--- src/rtl/id_ex_operand_stage_if.sv ---
// rtl/id_ex_operand_stage_if.sv - ID/EX operand stage signal bundle
interface id_ex_operand_stage_if #(
   parameter int DATA_WIDTH     = 32,
   parameter int REG_ADDR_WIDTH = 5
);
   logic                      id_valid;
   logic [DATA_WIDTH-1:0]     id_read_data_1;
   logic [DATA_WIDTH-1:0]     id_read_data_2;
   logic [DATA_WIDTH-1:0]     id_sign_ext_imm;
   logic [REG_ADDR_WIDTH-1:0] id_rs;
   logic [REG_ADDR_WIDTH-1:0] id_rt;
   logic [REG_ADDR_WIDTH-1:0] id_rd;
   logic [1:0]                id_alu_op;
   logic [5:0]                id_funct;
   logic                      id_alu_src;
   logic                      id_reg_dst;
   logic                      id_reg_write;
   logic                      id_mem_read;
   logic                      id_mem_write;
   logic                      id_mem_to_reg;
   logic                      id_branch;
   logic                      stall_in;
   logic                      flush_in;
   logic                      exmem_reg_write;
   logic [REG_ADDR_WIDTH-1:0] exmem_write_reg;
   logic [DATA_WIDTH-1:0]     exmem_alu_result;
   logic                      memwb_reg_write;
   logic [REG_ADDR_WIDTH-1:0] memwb_write_reg;
   logic [DATA_WIDTH-1:0]     memwb_write_data;
   logic                      load_use_stall;
   logic                      ex_valid;
   logic [DATA_WIDTH-1:0]     operand_a;
   logic [DATA_WIDTH-1:0]     operand_b;
   logic [3:0]                alu_control_signal;
   logic [DATA_WIDTH-1:0]     ex_store_data;
   logic [REG_ADDR_WIDTH-1:0] ex_write_reg;
   logic                      ex_reg_write;
   logic                      ex_mem_read;
   logic                      ex_mem_write;
   logic                      ex_mem_to_reg;
   logic                      ex_branch;

   modport master (
      output id_valid, id_read_data_1, id_read_data_2, id_sign_ext_imm,
             id_rs, id_rt, id_rd, id_alu_op, id_funct,
             id_alu_src, id_reg_dst, id_reg_write, id_mem_read,
             id_mem_write, id_mem_to_reg, id_branch,
             stall_in, flush_in,
             exmem_reg_write, exmem_write_reg, exmem_alu_result,
             memwb_reg_write, memwb_write_reg, memwb_write_data,
      input  load_use_stall, ex_valid, operand_a, operand_b,
             alu_control_signal, ex_store_data, ex_write_reg,
             ex_reg_write, ex_mem_read, ex_mem_write, ex_mem_to_reg, ex_branch
   );

   modport slave (
      input  id_valid, id_read_data_1, id_read_data_2, id_sign_ext_imm,
             id_rs, id_rt, id_rd, id_alu_op, id_funct,
             id_alu_src, id_reg_dst, id_reg_write, id_mem_read,
             id_mem_write, id_mem_to_reg, id_branch,
             stall_in, flush_in,
             exmem_reg_write, exmem_write_reg, exmem_alu_result,
             memwb_reg_write, memwb_write_reg, memwb_write_data,
      output load_use_stall, ex_valid, operand_a, operand_b,
             alu_control_signal, ex_store_data, ex_write_reg,
             ex_reg_write, ex_mem_read, ex_mem_write, ex_mem_to_reg, ex_branch
   );
endinterface

--- src/rtl/id_ex_operand_stage.sv ---
// rtl/id_ex_operand_stage.sv - ID/EX pipeline register with ALU decode, forwarding and load-use bubbling
module id_ex_operand_stage #(
   parameter int DATA_WIDTH     = 32,
   parameter int REG_ADDR_WIDTH = 5
) (
   input logic                    clk,
   input logic                    rst_n,
   id_ex_operand_stage_if.slave   bus
);
   localparam logic [3:0] ALU_AND = 4'b0000;
   localparam logic [3:0] ALU_OR  = 4'b0001;
   localparam logic [3:0] ALU_ADD = 4'b0010;
   localparam logic [3:0] ALU_SUB = 4'b0110;
   localparam logic [3:0] ALU_SLT = 4'b0111;
   localparam logic [3:0] ALU_NOR = 4'b1100;
   localparam logic [3:0] ALU_NOP = 4'b1111;

   logic [3:0]                id_alu_control;
   logic                      load_use;
   logic                      ex_valid_q;
   logic                      ex_reg_write_q;
   logic                      ex_mem_read_q;
   logic                      ex_mem_write_q;
   logic                      ex_mem_to_reg_q;
   logic                      ex_branch_q;
   logic                      ex_alu_src_q;
   logic                      ex_reg_dst_q;
   logic [3:0]                ex_alu_control_q;
   logic [REG_ADDR_WIDTH-1:0] ex_rs_q;
   logic [REG_ADDR_WIDTH-1:0] ex_rt_q;
   logic [REG_ADDR_WIDTH-1:0] ex_rd_q;
   logic [DATA_WIDTH-1:0]     ex_read_data_1_q;
   logic [DATA_WIDTH-1:0]     ex_read_data_2_q;
   logic [DATA_WIDTH-1:0]     ex_imm_q;
   logic [DATA_WIDTH-1:0]     fwd_rs;
   logic [DATA_WIDTH-1:0]     fwd_rt;

   always_comb begin
      id_alu_control = ALU_NOP;
      case (bus.id_alu_op)
         2'b00: id_alu_control = ALU_ADD;
         2'b01: id_alu_control = ALU_SUB;
         2'b11: id_alu_control = ALU_OR;
         default: begin
            case (bus.id_funct)
               6'b100000: id_alu_control = ALU_ADD;
               6'b100010: id_alu_control = ALU_SUB;
               6'b100100: id_alu_control = ALU_AND;
               6'b100101: id_alu_control = ALU_OR;
               6'b101010: id_alu_control = ALU_SLT;
               6'b100111: id_alu_control = ALU_NOR;
               default:   id_alu_control = ALU_NOP;
            endcase
         end
      endcase
   end

   // A load in EX cannot forward its data in time for a dependent instruction in ID.
   assign load_use = bus.id_valid & ex_valid_q & ex_mem_read_q & (ex_rt_q != '0) &
                     ((ex_rt_q == bus.id_rs) | (ex_rt_q == bus.id_rt));

   always_ff @(posedge clk or negedge rst_n) begin
      if (!rst_n) begin
         ex_valid_q       <= 1'b0;
         ex_reg_write_q   <= 1'b0;
         ex_mem_read_q    <= 1'b0;
         ex_mem_write_q   <= 1'b0;
         ex_mem_to_reg_q  <= 1'b0;
         ex_branch_q      <= 1'b0;
         ex_alu_src_q     <= 1'b0;
         ex_reg_dst_q     <= 1'b0;
         ex_alu_control_q <= 4'b0000;
         ex_rs_q          <= '0;
         ex_rt_q          <= '0;
         ex_rd_q          <= '0;
         ex_read_data_1_q <= '0;
         ex_read_data_2_q <= '0;
         ex_imm_q         <= '0;
      end else if (bus.flush_in || (!bus.stall_in && load_use)) begin
         // Bubble: only the control fields are cleared, data fields keep stale values.
         ex_valid_q       <= 1'b0;
         ex_reg_write_q   <= 1'b0;
         ex_mem_read_q    <= 1'b0;
         ex_mem_write_q   <= 1'b0;
         ex_mem_to_reg_q  <= 1'b0;
         ex_branch_q      <= 1'b0;
         ex_alu_src_q     <= 1'b0;
         ex_reg_dst_q     <= 1'b0;
         ex_alu_control_q <= ALU_ADD;
      end else if (!bus.stall_in) begin
         ex_valid_q       <= bus.id_valid;
         ex_reg_write_q   <= bus.id_valid & bus.id_reg_write;
         ex_mem_read_q    <= bus.id_valid & bus.id_mem_read;
         ex_mem_write_q   <= bus.id_valid & bus.id_mem_write;
         ex_mem_to_reg_q  <= bus.id_valid & bus.id_mem_to_reg;
         ex_branch_q      <= bus.id_valid & bus.id_branch;
         ex_alu_src_q     <= bus.id_valid & bus.id_alu_src;
         ex_reg_dst_q     <= bus.id_valid & bus.id_reg_dst;
         ex_alu_control_q <= id_alu_control;
         ex_rs_q          <= bus.id_rs;
         ex_rt_q          <= bus.id_rt;
         ex_rd_q          <= bus.id_rd;
         ex_read_data_1_q <= bus.id_read_data_1;
         ex_read_data_2_q <= bus.id_read_data_2;
         ex_imm_q         <= bus.id_sign_ext_imm;
      end
   end

   // EX/MEM is the younger result, so it overrides MEM/WB; $0 is never forwarded.
   always_comb begin
      fwd_rs = ex_read_data_1_q;
      if (bus.memwb_reg_write && (bus.memwb_write_reg != '0) && (bus.memwb_write_reg == ex_rs_q))
         fwd_rs = bus.memwb_write_data;
      if (bus.exmem_reg_write && (bus.exmem_write_reg != '0) && (bus.exmem_write_reg == ex_rs_q))
         fwd_rs = bus.exmem_alu_result;
   end

   always_comb begin
      fwd_rt = ex_read_data_2_q;
      if (bus.memwb_reg_write && (bus.memwb_write_reg != '0) && (bus.memwb_write_reg == ex_rt_q))
         fwd_rt = bus.memwb_write_data;
      if (bus.exmem_reg_write && (bus.exmem_write_reg != '0) && (bus.exmem_write_reg == ex_rt_q))
         fwd_rt = bus.exmem_alu_result;
   end

   assign bus.load_use_stall     = load_use;
   assign bus.ex_valid           = ex_valid_q;
   assign bus.operand_a          = fwd_rs;
   assign bus.operand_b          = ex_alu_src_q ? ex_imm_q : fwd_rt;
   assign bus.alu_control_signal = ex_alu_control_q;
   assign bus.ex_store_data      = fwd_rt;
   assign bus.ex_write_reg       = ex_reg_dst_q ? ex_rd_q : ex_rt_q;
   assign bus.ex_reg_write       = ex_reg_write_q;
   assign bus.ex_mem_read        = ex_mem_read_q;
   assign bus.ex_mem_write       = ex_mem_write_q;
   assign bus.ex_mem_to_reg      = ex_mem_to_reg_q;
   assign bus.ex_branch          = ex_branch_q;
endmodule

--- src/flat_wrapper.sv ---
// flat-port wrapper written by rule: the top's interface ports become plain ports
module id_ex_operand_stage_flat 
#(
   parameter int DATA_WIDTH     = 32,
   parameter int REG_ADDR_WIDTH = 5
)
  (clk, rst_n, bus_id_valid, bus_id_read_data_1, bus_id_read_data_2, bus_id_sign_ext_imm, bus_id_rs, bus_id_rt, bus_id_rd, bus_id_alu_op, bus_id_funct, bus_id_alu_src, bus_id_reg_dst, bus_id_reg_write, bus_id_mem_read, bus_id_mem_write, bus_id_mem_to_reg, bus_id_branch, bus_stall_in, bus_flush_in, bus_exmem_reg_write, bus_exmem_write_reg, bus_exmem_alu_result, bus_memwb_reg_write, bus_memwb_write_reg, bus_memwb_write_data, bus_load_use_stall, bus_ex_valid, bus_operand_a, bus_operand_b, bus_alu_control_signal, bus_ex_store_data, bus_ex_write_reg, bus_ex_reg_write, bus_ex_mem_read, bus_ex_mem_write, bus_ex_mem_to_reg, bus_ex_branch);
  id_ex_operand_stage_if #(.DATA_WIDTH(DATA_WIDTH), .REG_ADDR_WIDTH(REG_ADDR_WIDTH)) bus_i ();
  input logic clk;
  input logic rst_n;
  input wire logic [$bits(bus_i.id_valid)-1:0] bus_id_valid;
  input wire logic [$bits(bus_i.id_read_data_1)-1:0] bus_id_read_data_1;
  input wire logic [$bits(bus_i.id_read_data_2)-1:0] bus_id_read_data_2;
  input wire logic [$bits(bus_i.id_sign_ext_imm)-1:0] bus_id_sign_ext_imm;
  input wire logic [$bits(bus_i.id_rs)-1:0] bus_id_rs;
  input wire logic [$bits(bus_i.id_rt)-1:0] bus_id_rt;
  input wire logic [$bits(bus_i.id_rd)-1:0] bus_id_rd;
  input wire logic [$bits(bus_i.id_alu_op)-1:0] bus_id_alu_op;
  input wire logic [$bits(bus_i.id_funct)-1:0] bus_id_funct;
  input wire logic [$bits(bus_i.id_alu_src)-1:0] bus_id_alu_src;
  input wire logic [$bits(bus_i.id_reg_dst)-1:0] bus_id_reg_dst;
  input wire logic [$bits(bus_i.id_reg_write)-1:0] bus_id_reg_write;
  input wire logic [$bits(bus_i.id_mem_read)-1:0] bus_id_mem_read;
  input wire logic [$bits(bus_i.id_mem_write)-1:0] bus_id_mem_write;
  input wire logic [$bits(bus_i.id_mem_to_reg)-1:0] bus_id_mem_to_reg;
  input wire logic [$bits(bus_i.id_branch)-1:0] bus_id_branch;
  input wire logic [$bits(bus_i.stall_in)-1:0] bus_stall_in;
  input wire logic [$bits(bus_i.flush_in)-1:0] bus_flush_in;
  input wire logic [$bits(bus_i.exmem_reg_write)-1:0] bus_exmem_reg_write;
  input wire logic [$bits(bus_i.exmem_write_reg)-1:0] bus_exmem_write_reg;
  input wire logic [$bits(bus_i.exmem_alu_result)-1:0] bus_exmem_alu_result;
  input wire logic [$bits(bus_i.memwb_reg_write)-1:0] bus_memwb_reg_write;
  input wire logic [$bits(bus_i.memwb_write_reg)-1:0] bus_memwb_write_reg;
  input wire logic [$bits(bus_i.memwb_write_data)-1:0] bus_memwb_write_data;
  output wire logic [$bits(bus_i.load_use_stall)-1:0] bus_load_use_stall;
  output wire logic [$bits(bus_i.ex_valid)-1:0] bus_ex_valid;
  output wire logic [$bits(bus_i.operand_a)-1:0] bus_operand_a;
  output wire logic [$bits(bus_i.operand_b)-1:0] bus_operand_b;
  output wire logic [$bits(bus_i.alu_control_signal)-1:0] bus_alu_control_signal;
  output wire logic [$bits(bus_i.ex_store_data)-1:0] bus_ex_store_data;
  output wire logic [$bits(bus_i.ex_write_reg)-1:0] bus_ex_write_reg;
  output wire logic [$bits(bus_i.ex_reg_write)-1:0] bus_ex_reg_write;
  output wire logic [$bits(bus_i.ex_mem_read)-1:0] bus_ex_mem_read;
  output wire logic [$bits(bus_i.ex_mem_write)-1:0] bus_ex_mem_write;
  output wire logic [$bits(bus_i.ex_mem_to_reg)-1:0] bus_ex_mem_to_reg;
  output wire logic [$bits(bus_i.ex_branch)-1:0] bus_ex_branch;
  assign bus_i.id_valid = bus_id_valid;
  assign bus_i.id_read_data_1 = bus_id_read_data_1;
  assign bus_i.id_read_data_2 = bus_id_read_data_2;
  assign bus_i.id_sign_ext_imm = bus_id_sign_ext_imm;
  assign bus_i.id_rs = bus_id_rs;
  assign bus_i.id_rt = bus_id_rt;
  assign bus_i.id_rd = bus_id_rd;
  assign bus_i.id_alu_op = bus_id_alu_op;
  assign bus_i.id_funct = bus_id_funct;
  assign bus_i.id_alu_src = bus_id_alu_src;
  assign bus_i.id_reg_dst = bus_id_reg_dst;
  assign bus_i.id_reg_write = bus_id_reg_write;
  assign bus_i.id_mem_read = bus_id_mem_read;
  assign bus_i.id_mem_write = bus_id_mem_write;
  assign bus_i.id_mem_to_reg = bus_id_mem_to_reg;
  assign bus_i.id_branch = bus_id_branch;
  assign bus_i.stall_in = bus_stall_in;
  assign bus_i.flush_in = bus_flush_in;
  assign bus_i.exmem_reg_write = bus_exmem_reg_write;
  assign bus_i.exmem_write_reg = bus_exmem_write_reg;
  assign bus_i.exmem_alu_result = bus_exmem_alu_result;
  assign bus_i.memwb_reg_write = bus_memwb_reg_write;
  assign bus_i.memwb_write_reg = bus_memwb_write_reg;
  assign bus_i.memwb_write_data = bus_memwb_write_data;
  assign bus_load_use_stall = bus_i.load_use_stall;
  assign bus_ex_valid = bus_i.ex_valid;
  assign bus_operand_a = bus_i.operand_a;
  assign bus_operand_b = bus_i.operand_b;
  assign bus_alu_control_signal = bus_i.alu_control_signal;
  assign bus_ex_store_data = bus_i.ex_store_data;
  assign bus_ex_write_reg = bus_i.ex_write_reg;
  assign bus_ex_reg_write = bus_i.ex_reg_write;
  assign bus_ex_mem_read = bus_i.ex_mem_read;
  assign bus_ex_mem_write = bus_i.ex_mem_write;
  assign bus_ex_mem_to_reg = bus_i.ex_mem_to_reg;
  assign bus_ex_branch = bus_i.ex_branch;
  id_ex_operand_stage #(.DATA_WIDTH(DATA_WIDTH), .REG_ADDR_WIDTH(REG_ADDR_WIDTH)) u_core (.clk(clk), .rst_n(rst_n), .bus(bus_i));
endmodule
--- config.mk ---
export PLATFORM = sky130hd
export DESIGN_NAME = id_ex_operand_stage_flat
export DESIGN_NICKNAME = d
export VERILOG_FILES = /design/src/rtl/id_ex_operand_stage_if.sv /design/src/rtl/id_ex_operand_stage.sv /design/src/flat_wrapper.sv
export SDC_FILE = /design/constraint.sdc
export NUM_CORES = 1
export LEC_CHECK = 0
export ABC_CLOCK_PERIOD_IN_PS = 2450
export CORE_MARGIN = 10
export CORE_UTILIZATION = 25
export CTS_CLUSTER_SIZE = 10
export DETAILED_ROUTE_END_ITERATION = 10
export SLEW_MARGIN = 40
export SYNTH_ARGS = -nofsm -noshare
export SYNTH_HDL_FRONTEND = slang
export SYNTH_SLANG_ARGS = --single-unit
--- constraint.sdc ---
create_clock -name clk -period 2.45 [get_ports clk]
set_clock_uncertainty 0.05 [all_clocks]
set_input_delay 0.49 -clock clk [delete_from_list [all_inputs] [get_ports clk]]
set_output_delay 0.49 -clock clk [all_outputs]
set_load 0.005 [all_outputs]
# --- After elaboration in Yosys (flattened, before gate mapping) ---
# Cells that the tools add are included.
word_totals:
  register_bits: 123
  inputBits: 207
  output_inout_bits: 112
classes:
  n_mux: 26
  n_eq_ne: 15
  bitwise: 14
  n_reduce_logical: 14
ops:
  columns: ["op", "n"]
  rows:
  - ["$mux W32", 5]
  - ["$eq A6 B6 Y1 const B", 6]
  - ["$eq A5 B5 Y1", 6]
  - ["$pmux W4 S6", 1]
  - ["$mux W1", 16]
  - ["$reduce_bool A5 Y1", 3]
  - ["$pmux W4 S3", 1]
  - ["$and A1 B1 Y1", 11]
  - ["$mux W4", 2]
  - ["$logic_and A1 B1 Y1", 7]
  - ["$mux W5", 1]
  - ["$eq A2 B1 Y1 const B", 1]
  - ["$eq A2 B2 Y1 const B", 1]
  - ["$logic_not A2 Y1", 1]
  - ["$ne A2 B1 Y1 const B", 1]
  - ["$not A1 Y1", 2]
  - ["$reduce_and A2 Y1", 1]
  - ["$logic_not A1 Y1", 1]
  - ["$logic_or A1 B1 Y1", 1]
  - ["$or A1 B1 Y1", 1]

# --- Depth between registers and ports, before layout ---
depth:
  ltp_word: 8
  depth_mapped: 8

# --- Worst setup path before layout ---
# OpenSTA, ideal clock, no wires.
synth_timing:
  path_type: "input to output"
  startpoint: "input port bus_exmem_write_reg[1]"
  endpoint: "output port bus_operand_b[21]"
  path_slack_ps: -171
  stages: 7
  arrival_time_ps: 2081
  required_time_ps: 1910
  cell_sequence: "or4_1 o211ai_2 or2_2 clkbuf_1 buf_2 a31oi_1 mux2_2"
synth_between:
  elab_chain_len: 5
  word_cells_on_any_way: 6
  classes_between: "1 x eq/ne; 2 x mux; 3 x reduce/logical"
synth_rtl:
  columns: ["element", "line", "source"]
  rows:
  - ["from (decl)", "flat_wrapper.sv:30", "input wire logic [$bits(bus_i.exmem_write_reg)-1:0] bus_exmem_write_reg;"]
  - ["$reduce_bool A5 Y1", "id_ex_operand_stage.sv:122", "if (bus.exmem_reg_write && (bus.exmem_write_reg != '0) && (bus.exmem_write_reg == ex_rt_q))"]
  - ["$logic_and A1 B1 Y1", "id_ex_operand_stage.sv:122", null]
  - ["$logic_and A1 B1 Y1 *", "id_ex_operand_stage.sv:122", null]
  - ["$mux W32 *", "id_ex_operand_stage.sv:122", null]
  - ["net bus_ex_store_data[21]", "flat_wrapper.sv:40", "output wire logic [$bits(bus_i.ex_store_data)-1:0] bus_ex_store_data;"]
  - ["$mux W32 *", "id_ex_operand_stage.sv:129", "assign bus.operand_b = ex_alu_src_q ? ex_imm_q : fwd_rt;"]
  - ["to (decl)", "flat_wrapper.sv:38", "output wire logic [$bits(bus_i.operand_b)-1:0] bus_operand_b;"]
# The timed path passes the listed nets; every way through them passes the cells marked *.

# --- Final worst setup path ---
layout_timing:
  startpoint: "register u_core.ex_rt_q[4]"
  endpoint: "output port bus_operand_b[8]"
layout_between:
  elab_chain_len: 5
  word_cells_on_any_way: 7
  classes_between: "2 x eq/ne; 3 x mux; 2 x reduce/logical"
layout_rtl:
  columns: ["element", "line", "source"]
  rows:
  - ["from (decl)", "id_ex_operand_stage.sv:30", "logic [REG_ADDR_WIDTH-1:0] ex_rt_q;"]
  - ["from (signal assigned)", "id_ex_operand_stage.sv:101", "ex_rt_q <= bus.id_rt;"]
  - ["$eq A5 B5 Y1", "id_ex_operand_stage.sv:120", "if (bus.memwb_reg_write && (bus.memwb_write_reg != '0) && (bus.memwb_write_reg == ex_rt_q))"]
  - ["$logic_and A1 B1 Y1", "id_ex_operand_stage.sv:120", null]
  - ["$mux W32", "id_ex_operand_stage.sv:120", null]
  - ["$mux W32 *", "id_ex_operand_stage.sv:122", null]
  - ["$mux W32 *", "id_ex_operand_stage.sv:129", null]
# Mark *: on every way between the ends. The rest lies on a longest branch, timed or not.

==> run summary <==
=================================================================================
Outcome                                                              finished, violations left
Violations in the final reports                                      setup timing
Overall die height                                                       194.3 um
Ys flop type                                                              dfrtp_1
Syn Nets                                                                      935
#FFs+latches synth                                                            123
Count of nets left with antenna violations after detail routing                 0
Total number of nets in the final design                                    1,393
Crit path launch type                                                   flip-flop
Finish-stage setup viols                                                       97
Max H-tree Level                                                                4
Worst hold stages                                                               2
Total power per unit cell area                                       595.5 nW/um^2
Total grt overflow                                                              0
Number of buffers inserted during clock tree synthesis                         17
Nature of the critical path endpoint                                   output pin
Share of the yosys chip area belonging to registers                        40.51%
Critical hold path startpoint                                        u_core.bus.alu_control_signal[2]$_DFFE_PN0P_
Via count of the first global-routing pass                                  8,669
Horizontal extent of the die                                             194.3 um
Initial cell density of the core                                           25.50%
Number of buffers inserted by port buffering                                  318
Worst min-delay path class                                                reg2reg
# DRC                                                                           0
Area leader, netlist                                                      dfrtp_1
Worst path arrival time                                                   2820 ps
Min-Delay Endpoint                                                   u_core.bus.alu_control_signal[2]$_DFFE_PN0P_
Measured slew at the worst slew-check pin                                615.1 ps
Via count                                                                   7,870
Largest vdd supply drop                                                  396.1 uV
Setup WS pre-CTS                                                         -1490 ps
Post-synth top area share                                                  40.51%
Part of the cycle the worst path needs                                     137.3%
Commonest non-fill, non-tap cell in the layout                       clkdlybuf4s50_1
Final slew viol count                                                           0
Number of flops mapped to enable cells by yosys                                 0
Minimum clock period after layout                                         3363 ps
Length in cells of the worst reg-to-reg path                                   10
Total power after layout                                                  8706 uW
Worst r2r dst                                                        u_core.ex_imm_q[2]$_DFFE_PN0P_
Largest registers                                                    u_core.ex_imm_q: 32 flops, u_core.ex_read_data_1_q: 32 flops, u_core.ex_read_data_2_q: 32 flops
First-pass GRT wire length                                               54.68 mm
Ports                                                                         319
Unrepaired setup endpoints after global routing                              true
GRT Total Usage                                                            18.58%
Post-synthesis to final-layout area growth                                 92.39%
Number of distinct library cells after synthesis                               40
CTS max path bufs                                                               2
Synth top area cells                                                 dfrtp_1, mux2_2, o31ai_2
Number of core rows                                                            63
Worst path required time                                                  1910 ps
Reg2reg start                                                        u_core.ex_rt_q[4]$_DFFE_PN0P_
Die Outline Area                                                     37,770 sq um
Cell chosen for the clock root                                          clkbuf_16
Clk slew on worst S/H paths                                                 70 ps
Per-instance average area after synthesis                             10.44 sq um
Crit path kind                                                            reg2out
Avg Vias per Cell                                                           4.953
Routability congestion estimate                                            0.8132
Final hold violation count                                                      0
Number of cells produced by synthesis                                         728
Max_slew headroom                                                          59.00%
TritonCTS clock tree                                                          yes
Antenna fix cells                                                               0
Crit path max fanout                                                            5
Initial drt markers                                                           429
Count of max-cap constraint violations                                          0
Number of sinks handled by clock tree synthesis                               123
Yosys Warn Count                                                                0
Detail-routed net length per standard cell                               23.23 um
Leakage component of the power                                        0.005828 uW
Overall routed net length                                                36.91 mm
Synthesized cell area                                                  7599 sq um
Worst setup slack after layout                                          -912.9 ps
Share of flip-flops with an asynchronous set or reset                      100.0%
Highest-count cells in the layout ignoring fill and taps             clkdlybuf4s50_1, mux2_2, dfrtp_1, buf_4, buf_6
Largest net degree at the start of global routing                              46
Timing-limited maximum frequency                                        297.4 MHz
Antenna violations before repair                                                0
Latest clock arrival within the worst-skew pair                            420 ps
Post-detail-place hpwl                                                   25.67 mm
Flop2flop setup slack                                                      110 ps
Number of optimization iterations in the first detailed-route pass              6
Core area                                                            29,800 sq um
Layout cell share with drive strength beyond 1                             49.62%
=================================================================================
## stage by stage
stage	setup TNS [ps]	instance area [sq um]	utilization (%)	instances	hold slack, ps
finish	-65370	14620	49.06	1589	444.8
global route	-73910	14620	49.06	1589	469.6
CTS	-73930	14100	47.32	1570	455.0
detailed placement	-137670	12200	40.95	1485	430.1
global placement	-137230	12200	40.95	1485	427.8
floorplan	-3299	7634	-	728	144.4
## cell families after synthesis
logic type | count (synthesis) | synth area share [%]
AOI/OAI and AO/OA | 116 | 11.87
xor gates and xnor gates | 31 | 3.573
buffers and inverters | 77 | 4.841
DFF | 123 | 40.51
and+or+nand+nor | 204 | 13.50
muxes | 177 | 25.70
## synth_stat cells, types with 2 or more instances
master,n
buf_2,21
inv_1,3
buf_6,5
a22o_1,7
nor2b_1,3
nor4b_2,3
a21oi_1,36
buf_1,5
or4_1,2
nor4_1,29
nand4b_1,2
dfrtp_1,123
mux2_2,144
xnor2_1,22
clkbuf_1,41
a31oi_1,29
xor2_1,9
o21ai_0,3
a211oi_2,3
nor3_1,34
nand4_1,2
o31ai_2,27
and2_1,2
nand2_1,42
nor2_1,45
o31ai_1,7
or2_2,3
nand3_1,33
mux2i_1,32
## power breakdown
group | leakage [uW] | switching [uW] | internal [uW] | total, uW
Clock | 0.000304 | 1150 | 1650 | 2810
Combinational | 0.00407 | 1410 | 1940 | 3360
Sequential | 0.00146 | 229 | 2310 | 2540
## cell type report
type | instances | area, sq um
Fill cell | 2691 | 15180
Clock inverter | 15 | 202.7
Timing Repair Buffer | 513 | 5240
Tap cell | 390 | 488.0
Multi-Input combinational cell | 528 | 5169
Inverter | 3 | 11.26
Sequential cell | 123 | 3083
Clock buffer | 17 | 425.4
## worst max-delay path, stage by stage (launching register included)
cell and delay, ps:
dfrtp_2 450, xor2_4 190, or4b_4 570, buf_12 170, buf_12 130, buf_16 140
o31ai_4 170, a31oi_2 140, mux2_4 310, buf_6 120
## worst max path at each step
| stage | start | endpoint | depth (start not counted) |
|---|---|---|---|
| after floorplan | u_core.ex_rt_q[1]$_DFFE_PN0P_ | bus_operand_b[30] | 8 |
| after global placement | bus_memwb_write_reg[4] | bus_operand_b[27] | 8 |
| after detailed placement | bus_memwb_write_reg[4] | bus_operand_b[27] | 8 |
| after CTS | u_core.ex_rt_q[4]$_DFFE_PN0P_ | bus_operand_b[21] | 9 |
| after global routing | u_core.ex_rt_q[4]$_DFFE_PN0P_ | bus_operand_b[8] | 9 |
| final | u_core.ex_rt_q[4]$_DFFE_PN0P_ | bus_operand_b[8] | 9 |
## per-layer routing
metal | global-route usage (%) | wire [um] | share of wire [%]
met1 | 22.11 | 15230 | 41
met2 | 31.48 | 18060 | 49
met4 | 4.884 | 719 | 1.9
met3 | 6.023 | 2897 | 7.8
met5 | 0 | 0 | 0
## repair_timing
| action | CTS | global route |
|---|---|---|
| gates cloned | 7 | 6 |
| hold buffers | 1 | 0 |
| hold endpoints to repair | 42 | 0 |
| resized for setup | 583 | 107 |
| endpoints found under the setup margin | 97 | 97 |
| pin swaps | 70 | 67 |
| setup buffers | 61 | 31 |
(Power assumes the default switching activity.)
